### config.mk
export PLATFORM = sky130hd
export DESIGN_NAME = rx_flow_ctrl_flat
export DESIGN_NICKNAME = d
export VERILOG_FILES = /design/src/rtl/rx_flow_ctrl_if.sv /design/src/rtl/rx_flow_ctrl.sv /design/src/flat_wrapper.sv
export SDC_FILE = /design/constraint.sdc
export NUM_CORES = 1
export LEC_CHECK = 0
export BUFFER_PORTS_ARGS = -buffer_cell sky130_fd_sc_hd__buf_2
export CAP_MARGIN = 20
export CORE_ASPECT_RATIO = 0.8
export CORE_MARGIN = 2
export CORE_UTILIZATION = 63
export CTS_CLUSTER_DIAMETER = 200
export DETAILED_ROUTE_END_ITERATION = 6
export PLACE_DENSITY = 0.84
export SLEW_MARGIN = 10
export SYNTH_ARGS = -nofsm -noshare
export SYNTH_HDL_FRONTEND = slang
export SYNTH_SLANG_ARGS = --single-unit
### constraint.sdc
create_clock -name Clk -period 8 [get_ports Clk]
set_input_delay 0.4 -clock Clk [delete_from_list [all_inputs] [get_ports Clk]]
set_output_delay 0.4 -clock Clk [all_outputs]
set_load 0.01 [all_outputs]
### src/rtl/rx_flow_ctrl_if.sv
// Signal bundle between the UART receiver, rx_flow_ctrl and the consuming host logic.
// The slave modport is the buffer's view; master is the receiver/consumer side.
interface rx_flow_ctrl_if #(
   parameter int DATA_BITS = 8,
   parameter int DEPTH     = 8
);
   localparam int LW = $clog2(DEPTH) + 1;

   logic                 Data_Rdy_In;
   logic [DATA_BITS-1:0] Rx_Data_In;
   logic [2:0]           Rx_Error_In;
   logic                 RTS;
   logic                 Rd_Valid;
   logic                 Rd_Ready;
   logic [DATA_BITS-1:0] Rd_Data;
   logic [2:0]           Rd_Error;
   logic [LW-1:0]        Level;
   logic                 Overrun;
   logic [7:0]           Parity_Cnt;
   logic [7:0]           Frame_Cnt;
   logic [7:0]           Break_Cnt;
   logic                 Clr_Stats;

   modport master (
      output Data_Rdy_In, Rx_Data_In, Rx_Error_In, Rd_Ready, Clr_Stats,
      input  RTS, Rd_Valid, Rd_Data, Rd_Error, Level, Overrun,
             Parity_Cnt, Frame_Cnt, Break_Cnt
   );

   modport slave (
      input  Data_Rdy_In, Rx_Data_In, Rx_Error_In, Rd_Ready, Clr_Stats,
      output RTS, Rd_Valid, Rd_Data, Rd_Error, Level, Overrun,
             Parity_Cnt, Frame_Cnt, Break_Cnt
   );
endinterface

### src/rtl/rx_flow_ctrl.sv
// Receive buffer behind the UART receiver: show-ahead frame FIFO, RTS hysteresis with
// break hold-off, saturating error statistics and a sticky overrun flag.
module rx_flow_ctrl #(
   parameter int DATA_BITS     = 8,
   parameter int DEPTH         = 8,
   parameter int RTS_OFF_LEVEL = 6,
   parameter int RTS_ON_LEVEL  = 2,
   parameter int BREAK_HOLD    = 16
) (
   input logic           Clk,
   input logic           Rst,
   rx_flow_ctrl_if.slave bus
);
   localparam int AW = $clog2(DEPTH);
   localparam int LW = AW + 1;
   localparam int HW = $clog2(BREAK_HOLD + 1);
   localparam logic [LW-1:0] OFF_LVL   = LW'(RTS_OFF_LEVEL);
   localparam logic [LW-1:0] ON_LVL    = LW'(RTS_ON_LEVEL);
   localparam logic [LW-1:0] FULL_LVL  = LW'(DEPTH);
   localparam logic [HW-1:0] HOLD_INIT = HW'(BREAK_HOLD - 1);

   typedef enum logic [1:0] {RUN, HOLD, BRK} rts_state_e;

   typedef struct packed {
      logic [2:0]           err;
      logic [DATA_BITS-1:0] data;
   } entry_t;

   entry_t        mem [DEPTH];
   entry_t        head;
   logic [AW-1:0] wr_ptr, rd_ptr;
   logic [LW-1:0] level, level_nxt;
   logic [7:0]    cnt [3];
   logic          overrun;
   logic          valid;
   logic          do_read, do_write, drop, brk_frame;
   rts_state_e    state;
   logic          rts;
   logic [HW-1:0] hold_cnt;

   // A full FIFO still accepts a frame when the head leaves in the same cycle.
   always_comb begin
      valid     = (level != '0);
      do_read   = valid && bus.Rd_Ready;
      do_write  = bus.Data_Rdy_In && ((level != FULL_LVL) || do_read);
      drop      = bus.Data_Rdy_In && !do_write;
      brk_frame = bus.Data_Rdy_In && bus.Rx_Error_In[2];
      level_nxt = level + LW'(do_write) - LW'(do_read);
   end

   // NOTE: storage is deliberately left out of reset; pointers and level alone decide visibility.
   always_ff @(posedge Clk) begin
      if (do_write && Rst) mem[wr_ptr] <= {bus.Rx_Error_In, bus.Rx_Data_In};
   end

   always_ff @(posedge Clk or negedge Rst) begin
      if (!Rst) begin
         wr_ptr <= '0;
         rd_ptr <= '0;
         level  <= '0;
      end else begin
         if (do_write) wr_ptr <= wr_ptr + AW'(1);
         if (do_read)  rd_ptr <= rd_ptr + AW'(1);
         level <= level_nxt;
      end
   end

   // Dropped frames still count; a clear wins over any same-cycle update.
   always_ff @(posedge Clk or negedge Rst) begin
      if (!Rst) begin
         cnt     <= '{default: '0};
         overrun <= 1'b0;
      end else if (bus.Clr_Stats) begin
         cnt     <= '{default: '0};
         overrun <= 1'b0;
      end else begin
         if (drop) overrun <= 1'b1;
         for (int i = 0; i < 3; i++) begin
            if (bus.Data_Rdy_In && bus.Rx_Error_In[i] && (cnt[i] != 8'hFF))
               cnt[i] <= cnt[i] + 8'd1;
         end
      end
   end

   always_ff @(posedge Clk or negedge Rst) begin
      if (!Rst) begin
         state    <= RUN;
         rts      <= 1'b1;
         hold_cnt <= '0;
      end else if (brk_frame) begin
         state    <= BRK;
         rts      <= 1'b0;
         hold_cnt <= HOLD_INIT;
      end else begin
         unique case (state)
            RUN: begin
               if (level_nxt >= OFF_LVL) begin
                  state <= HOLD;
                  rts   <= 1'b0;
               end
            end
            HOLD: begin
               if (level_nxt <= ON_LVL) begin
                  state <= RUN;
                  rts   <= 1'b1;
               end
            end
            BRK: begin
               if (hold_cnt == '0) begin
                  if (level_nxt > ON_LVL) begin
                     state <= HOLD;
                     rts   <= 1'b0;
                  end else begin
                     state <= RUN;
                     rts   <= 1'b1;
                  end
               end else begin
                  hold_cnt <= hold_cnt - HW'(1);
               end
            end
            default: begin
               state <= RUN;
               rts   <= 1'b1;
            end
         endcase
      end
   end

   assign head           = mem[rd_ptr];
   assign bus.RTS        = rts;
   assign bus.Rd_Valid   = valid;
   assign bus.Rd_Data    = valid ? head.data : '0;
   assign bus.Rd_Error   = valid ? head.err : '0;
   assign bus.Level      = level;
   assign bus.Overrun    = overrun;
   assign bus.Parity_Cnt = cnt[0];
   assign bus.Frame_Cnt  = cnt[1];
   assign bus.Break_Cnt  = cnt[2];
endmodule

### src/flat_wrapper.sv
// flat-port wrapper written by rule: the top's interface ports become plain ports
module rx_flow_ctrl_flat 
#(
   parameter int DATA_BITS     = 8,
   parameter int DEPTH         = 8,
   parameter int RTS_OFF_LEVEL = 6,
   parameter int RTS_ON_LEVEL  = 2,
   parameter int BREAK_HOLD    = 16
)
  (Clk, Rst, bus_Data_Rdy_In, bus_Rx_Data_In, bus_Rx_Error_In, bus_Rd_Ready, bus_Clr_Stats, bus_RTS, bus_Rd_Valid, bus_Rd_Data, bus_Rd_Error, bus_Level, bus_Overrun, bus_Parity_Cnt, bus_Frame_Cnt, bus_Break_Cnt);
  rx_flow_ctrl_if #(.DATA_BITS(DATA_BITS), .DEPTH(DEPTH)) bus_i ();
  input logic Clk;
  input logic Rst;
  input wire logic [$bits(bus_i.Data_Rdy_In)-1:0] bus_Data_Rdy_In;
  input wire logic [$bits(bus_i.Rx_Data_In)-1:0] bus_Rx_Data_In;
  input wire logic [$bits(bus_i.Rx_Error_In)-1:0] bus_Rx_Error_In;
  input wire logic [$bits(bus_i.Rd_Ready)-1:0] bus_Rd_Ready;
  input wire logic [$bits(bus_i.Clr_Stats)-1:0] bus_Clr_Stats;
  output wire logic [$bits(bus_i.RTS)-1:0] bus_RTS;
  output wire logic [$bits(bus_i.Rd_Valid)-1:0] bus_Rd_Valid;
  output wire logic [$bits(bus_i.Rd_Data)-1:0] bus_Rd_Data;
  output wire logic [$bits(bus_i.Rd_Error)-1:0] bus_Rd_Error;
  output wire logic [$bits(bus_i.Level)-1:0] bus_Level;
  output wire logic [$bits(bus_i.Overrun)-1:0] bus_Overrun;
  output wire logic [$bits(bus_i.Parity_Cnt)-1:0] bus_Parity_Cnt;
  output wire logic [$bits(bus_i.Frame_Cnt)-1:0] bus_Frame_Cnt;
  output wire logic [$bits(bus_i.Break_Cnt)-1:0] bus_Break_Cnt;
  assign bus_i.Data_Rdy_In = bus_Data_Rdy_In;
  assign bus_i.Rx_Data_In = bus_Rx_Data_In;
  assign bus_i.Rx_Error_In = bus_Rx_Error_In;
  assign bus_i.Rd_Ready = bus_Rd_Ready;
  assign bus_i.Clr_Stats = bus_Clr_Stats;
  assign bus_RTS = bus_i.RTS;
  assign bus_Rd_Valid = bus_i.Rd_Valid;
  assign bus_Rd_Data = bus_i.Rd_Data;
  assign bus_Rd_Error = bus_i.Rd_Error;
  assign bus_Level = bus_i.Level;
  assign bus_Overrun = bus_i.Overrun;
  assign bus_Parity_Cnt = bus_i.Parity_Cnt;
  assign bus_Frame_Cnt = bus_i.Frame_Cnt;
  assign bus_Break_Cnt = bus_i.Break_Cnt;
  rx_flow_ctrl #(.DATA_BITS(DATA_BITS), .DEPTH(DEPTH), .RTS_OFF_LEVEL(RTS_OFF_LEVEL), .RTS_ON_LEVEL(RTS_ON_LEVEL), .BREAK_HOLD(BREAK_HOLD)) u_core (.Clk(Clk), .Rst(Rst), .bus(bus_i));
endmodule
== Yosys cells after proc, flatten, opt, wreduce, memory -nomap -nowiden ==
Memories as Yosys holds them, arrays and structs flattened.
Cells that the tools add are included.

* Multiplexer cells: 25
* Equality and inequality tests: 10
* Magnitude comparators: 3
* Reduce and logical (&&, ||, !) cells: 22
* Add/subtract/negate cells: 8

{| class="wikitable"
|+ Operators with widths
! operator !! number
|-
| 2-to-1 mux 8 bit || 4
|-
| adder 8 x 1 -> 8 bit, second input constant || 3
|-
| 2-to-1 mux 24 bit || 1
|-
| inequality test 8 bit, second input constant || 3
|-
| 2-to-1 mux 5 bit || 3
|-
| logical AND 1 bit || 10
|-
| 2-to-1 mux 1 bit || 10
|-
| nonzero test 2 bit || 5
|-
| inequality test 3 x 1 -> 1 bit, second input constant || 3
|-
| 2-to-1 mux 2 bit || 4
|-
| adder 3 x 1 -> 3 bit, second input constant || 2
|-
| one-hot mux 2 bit (3 select lines) || 1
|-
| zero test 5 bit || 1
|-
| subtractor 5 x 1 -> 5 bit, second input constant || 1
|-
| adder 4 x 1 -> 4 bit || 1
|-
| >= comparator 4 x 3 -> 1 bit, second input constant || 1
|-
| greater-than comparator 4 x 2 -> 1 bit, second input constant || 1
|-
| <= comparator 4 x 2 -> 1 bit, second input constant || 1
|-
| inequality test 4 bit, second input constant || 1
|-
| nonzero test 4 bit || 1
|-
| subtractor 4 x 1 -> 4 bit || 1
|-
| 2-to-1 mux 3 bit || 1
|-
| one-hot mux 1 bit (3 select lines) || 1
|-
| AND reduction 3 bit || 1
|-
| 7 further kinds || 7
|}

* Word-level logic and storage cells: 79
* Output and inout bits: 42
* Bits of input ports: 16
* Memories: 1
* Memory bits (writable): 88
* Bits in registers: 43

{| class="wikitable"
|+ Memory list
! memory !! depth !! bits a word !! rd ports !! clocked after memory_dff !! write ports !! line !! source
|-
| u_core.mem || 8 || 11 || 1 || 0 || 1 || rx_flow_ctrl.sv:29 || <nowiki>entry_t mem [DEPTH];</nowiki>
|}

== Depth between registers and ports, before layout ==
* Depth after elaboration: 11
* Mapped depth: 17
* Depth with buffers taken out: 17

== Worst setup path before layout ==
No wires, ideal clock.

* Path type: flip-flop to flip-flop
* Start point: reg u_core.level[1] (netlist: u_core.bus.Level[1])
* End point: reg u_core.rts (netlist: u_core.bus.RTS)
* Stages on the path, launching flop included: 17
* Required time: 7918 ps
* Setup time: 82 ps
* Slack: 5136 ps
* Arrival: 2783 ps
* Path through: dfrtp_1 > nor2_1 > and2_1 > inv_1 > nand2_1 > inv_1 > ha_1 > inv_1 > ha_1 > inv_1 > fa_1 > xor2_1 > inv_1 > a21boi_0 > o221ai_1 > o21bai_1 > nor3_1

* Word-level cells in the longest chain between the ends: 11
* Elaborated cells on any way between the ends: 17
* Classes of those cells: add/sub (2); order compare (3); eq/ne (3); mux (4); reduce/logical (5)

{| class="wikitable"
|+ Ends and longest elaborated chain
! item !! line !! source
|-
| from (decl) || rx_flow_ctrl.sv:32 || <nowiki>logic [LW-1:0] level, level_nxt;</nowiki>
|-
| from (signal assigned) || rx_flow_ctrl.sv:64 || <nowiki>level <= level_nxt;</nowiki>
|-
| nonzero test 4 bit * || rx_flow_ctrl.sv:43 || <nowiki>valid = (level != '0);</nowiki>
|-
| named net bus_Rd_Valid || flat_wrapper.sv:20 || <nowiki>output wire logic [$bits(bus_i.Rd_Valid)-1:0] bus_Rd_Valid;</nowiki>
|-
| logical AND 1 bit * || rx_flow_ctrl.sv:44 || <nowiki>do_read = valid && bus.Rd_Ready;</nowiki>
|-
| named net u_core.do_read || rx_flow_ctrl.sv:36 || <nowiki>logic do_read, do_write, drop, brk_frame;</nowiki>
|-
| logical OR 1 bit || rx_flow_ctrl.sv:45 || <nowiki>do_write = bus.Data_Rdy_In && ((level != FULL_LVL) || do_read);</nowiki>
|-
| logical AND 1 bit || rx_flow_ctrl.sv:45 ||
|-
| adder 4 x 1 -> 4 bit || rx_flow_ctrl.sv:48 || <nowiki>level_nxt = level + LW'(do_write) - LW'(do_read);</nowiki>
|-
| subtractor 4 x 1 -> 4 bit * || rx_flow_ctrl.sv:48 ||
|-
| named net u_core.level_nxt[2] || rx_flow_ctrl.sv:32 ||
|-
| greater-than comparator 4 x 2 -> 1 bit || rx_flow_ctrl.sv:110 || <nowiki>if (level_nxt > ON_LVL) begin</nowiki>
|-
| 2-to-1 mux 1 bit || rx_flow_ctrl.sv:110 ||
|-
| 2-to-1 mux 1 bit || rx_flow_ctrl.sv:109 || <nowiki>if (hold_cnt == '0) begin</nowiki>
|-
| one-hot mux 1 bit (3 select lines) || rx_flow_ctrl.sv:95 || <nowiki>unique case (state)</nowiki>
|-
| 2-to-1 mux 1 bit || rx_flow_ctrl.sv:90 || <nowiki>end else if (brk_frame) begin</nowiki>
|-
| to (signal assigned) || rx_flow_ctrl.sv:92 || <nowiki>rts <= 1'b0;</nowiki>
|-
| to (signal assigned) || rx_flow_ctrl.sv:99 || <nowiki>rts <= 1'b0;</nowiki>
|-
| to (signal assigned) || rx_flow_ctrl.sv:112 || <nowiki>rts <= 1'b0;</nowiki>
|-
| to (decl) || rx_flow_ctrl.sv:38 || <nowiki>logic rts;</nowiki>
|}

Mark *: on every way through the listed nets, which the timed path passes. The rest lies on a longest branch. The select of a mux whose other input is x is not followed.
A chain may end at the register's enable or synchronous reset.

== Final worst setup path ==
* Start point: reg u_core.level[1] (netlist: u_core.bus.Level[1])
* End point: reg u_core.rts (netlist: u_core.bus.RTS)

* Word-level cells in the longest chain between the ends: 11
* Elaborated cells on any way between the ends: 17
* Classes of those cells: add/sub (2); order compare (3); eq/ne (3); mux (4); reduce/logical (5)

{| class="wikitable"
|+ Ends and longest elaborated chain
! item !! line
|-
| nonzero test 4 bit * || rx_flow_ctrl.sv:43
|-
| logical AND 1 bit * || rx_flow_ctrl.sv:44
|-
| named net u_core.do_read || rx_flow_ctrl.sv:36
|-
| logical OR 1 bit || rx_flow_ctrl.sv:45
|-
| logical AND 1 bit || rx_flow_ctrl.sv:45
|-
| adder 4 x 1 -> 4 bit || rx_flow_ctrl.sv:48
|-
| subtractor 4 x 1 -> 4 bit * || rx_flow_ctrl.sv:48
|-
| named net u_core.level_nxt[2] || rx_flow_ctrl.sv:32
|-
| greater-than comparator 4 x 2 -> 1 bit || rx_flow_ctrl.sv:110
|-
| 2-to-1 mux 1 bit || rx_flow_ctrl.sv:110
|-
| 2-to-1 mux 1 bit || rx_flow_ctrl.sv:109
|-
| one-hot mux 1 bit (3 select lines) || rx_flow_ctrl.sv:95
|-
| 2-to-1 mux 1 bit || rx_flow_ctrl.sv:90
|}

Marked as above.

==> metrics.txt <==
antenna violations before repair 0; clock skew around 0.011 ns; Pleak ~2.6 nW; Die Wd approximately 110 um; post-synthesis mux area share 0.1154; synthesized area between 0.005 and 0.006 mm2; Max Cap Viol 0; Post-synth EDFFs between 80 and 90; post-synth cell types 48; Die Y around 90 um; Final period util 0.4653; ant diodes 0; #FFs+latches synth between 100 and 150; # rows 30; Synth Net Count around 410; crit end category register; I/O pin count 58; post-synth top area cell edfxtp_1; Setup Viol. Count Final 0; first-pass GRT wire length ~18 mm; TritonRoute pass-1 iters 4; number of setup buffers added after CTS 0; Cell Area, Placed around 0.0061 mm2; hold crit path type input port to register; Hold Vio Cnt, Final 0; clock-pin slew on the worst setup and hold paths roughly 0.06 ns; Layout Utilization 0.7782; DRT iter0 DRCs roughly 200; Core Area about 0.0086 mm2; CP required 8.42 ns; Synth Area in Compound Gates 0.03700; die area between 0.009 and 0.01 mm2; RSZ-0062 raised after global routing false; Post-CTS Hold Fix Bufs 1; Yosys top cell area share 0.4707; main combinational cell family by area after synthesis multiplexers; Post-Synthesis Cells roughly 380; number of global-route vias before repair roughly 3400; worst slack at placement ~4.3 ns; via count roughly 3400; post-route ant nets 0; CTS root buf clkbuf_8; grt total ovfl 0; Seq/Total Area, Yosys 0.6626; post-synthesis xor/xnor area fraction 0.04056; Synth Warn # 0; dominant synthesized flop cell edfxtp_1; CTS max path bufs 2; status complete, no violations; final max-slew violation count 0; H-tree depth 4; layout cells sized above 1 0.2759; Final HPWL DP 6.899 mm; fin area between 0.006 and 0.007 mm2; FMAX between 0.2 and 0.3 GHz; cts bufs inserted 17; Global Route Usage Sum 0.2546; insertion delay to the later sink of the worst-skew pair 0.51 ns; DR WL/cell between 15 and 20 um; Final WS setup 4.278 ns; post-cts sizing count 0; share of flip-flops with an asynchronous set or reset 0.3282; DRC 0; top cells by area, synth edfxtp_1 47%, dfrtp_1 19%, mux4_2 8.8%; Critical Path Source Type register; P&R area growth vs syn 18.63%; worst path arrival time about 4.1 ns; syn avg cell area approximately 15 um2; CP Max Fanout 12; final net count between 400 and 500; TritonCTS clock tree built; final setup TNS 0 ns; final RePlAce weighted congestion a little under 0.9; Simple-Gate Fraction of Synth Area 0.09227; largest net degree at the start of global routing 48; final worst path period need roughly 3.7 ns; PD cells about 350 mW/mm2; Post-Synth Adder-Cell Area 0.03254; worst vdd ir approximately 330 uV; starting density of the core 0.6560; critical path class register to register; Worst slew margin 0.2743; via/cell ratio a little under 6; Min Hold Slack roughly 0.16 ns; Slew @ Worst Pin about 1.1 ns; count of buffers from port buffering 57; drt total wl approximately 11 mm; TritonCTS Sinks between 100 and 150
routing by layer:
layer  up-vias  global-route usage  wire length, um
met3        10             0.06922              943
met2       155              0.4068             5605
met4         0             0.06559               95
met1      1700              0.3557             4613
li1       1559                   -                -
met5         -                   0                0
per-stage QoR:
stage | total power, mW | std cells
floorplan | 1.353 | 376
global placement | 1.520 | 542
detailed placement | 1.557 | 542
CTS | 2.324 | 574
global route | 2.427 | 576
finish | 2.312 | 576
layout by cell type (no fill, tap or decap), types with 2 or more instances in the layout:
| master | instances |
|---|---|
| clkinv_1 | 2 |
| clkinv_4 | 4 |
| bufinv_16 | 3 |
| nor4_1 | 2 |
| nor3_1 | 10 |
| mux2_2 | 2 |
| a21oi_1 | 8 |
| nand4_1 | 5 |
| nor2_1 | 39 |
| xor2_1 | 13 |
| o21ai_0 | 3 |
| xnor2_1 | 13 |
| o21a_1 | 2 |
| buf_4 | 9 |
| or2_2 | 2 |
| clkinv_2 | 3 |
| clkbuf_16 | 16 |
| or3_1 | 2 |
| edfxtp_1 | 88 |
| a31oi_1 | 2 |
| a311oi_1 | 2 |
| inv_1 | 17 |
| nand2b_1 | 3 |
| and3_1 | 3 |
| mux4_2 | 22 |
| nand2_1 | 31 |
| buf_2 | 57 |
| dfrtp_1 | 42 |
| nand3_1 | 7 |
| ha_1 | 13 |
| mux2i_1 | 13 |
worst max-delay path, cell delays in order (launching register included):
cell and delay [ns]:
dfrtp_1 0.44, nor2_1 0.20, and2_1 0.56, inv_1 0.15
nand2_1 0.17, inv_1 0.07, ha_1 0.26, inv_1 0.06
ha_1 0.16, inv_1 0.06, fa_1 0.38, xor2_1 0.29
inv_1 0.12, a21boi_0 0.19, o221ai_1 0.14, o21bai_1 0.20
nor3_1 0.19
sequential cells by signal, summed over array words and instances, names as in the netlist:
| name | cells |
|---|---|
| u_core.bus.Break_Cnt | 8 |
| u_core.hold_cnt | 5 |
| u_core.bus.RTS | 1 |
| u_core.wr_ptr | 3 |
| u_core.bus.Overrun | 1 |
| u_core.bus.Frame_Cnt | 8 |
| u_core.bus.Parity_Cnt | 8 |
| u_core.state | 2 |
| u_core.rd_ptr | 3 |
| u_core.mem | 88 |
| u_core.bus.Level | 4 |
area by class of cell:
cell class	instances	area [um2]
multi-input cells	217	1784
well taps	112	140.1
inverters	17	63.81
clock inverters	14	163.9
repair buffers	68	374.1
flip-flops and latches	131	3720
fillers	477	1898
clock buffers	17	414.1
final timing paths:
check / to / start / cells past startpoint / slack, ns
worst max-delay path: u_core.bus.RTS / u_core.bus.Level[1] / 16 / 4.28
worst min-delay path: u_core.mem[1][5] / bus_Rx_Data_In[5] / 1 / 0.16
worst max register to register: u_core.bus.RTS / u_core.bus.Level[1] / 16 / 4.28
worst min register to register: u_core.wr_ptr[0] / u_core.wr_ptr[0] / 1 / 0.55
max in group asynchronous: u_core.rd_ptr[2] / Rst / 3 / 7.08
min in group asynchronous: u_core.bus.Frame_Cnt[1] / Rst / 3 / 0.51
cells by family (layout without fill, tap and decap cells):
kind of cell    after synthesis  count (layout)
flops                       131             131
simple gates                111             111
mux                          37              37
compound gates               29              29
buf+inv                      28             116
xor+xnor                     26              26
fa+ha+maj                    14              14
power by group:
part           switching, mW  internal [mW]  leakage (nW)
sequential            0.0937          0.807          1.35
clock                  0.280          0.471         0.283
combinational          0.351          0.309          1.02
total                  0.725           1.59          2.65
Yosys cell counts (3+ instances only):
| library cell | n |
|---|---|
| nand4_1 | 5 |
| nand2b_1 | 3 |
| mux4_2 | 22 |
| and3_1 | 3 |
| edfxtp_1 | 88 |
| dfrtp_1 | 42 |
| nor2_1 | 39 |
| nand3_1 | 7 |
| nor3_1 | 10 |
| clkbuf_1 | 6 |
| nand2_1 | 31 |
| inv_1 | 17 |
| ha_1 | 13 |
| xor2_1 | 13 |
| buf_2 | 4 |
| xnor2_1 | 13 |
| mux2i_1 | 13 |
| a21oi_1 | 8 |
| o21ai_0 | 3 |
No activity file was read; power rests on OpenSTA's default activity.
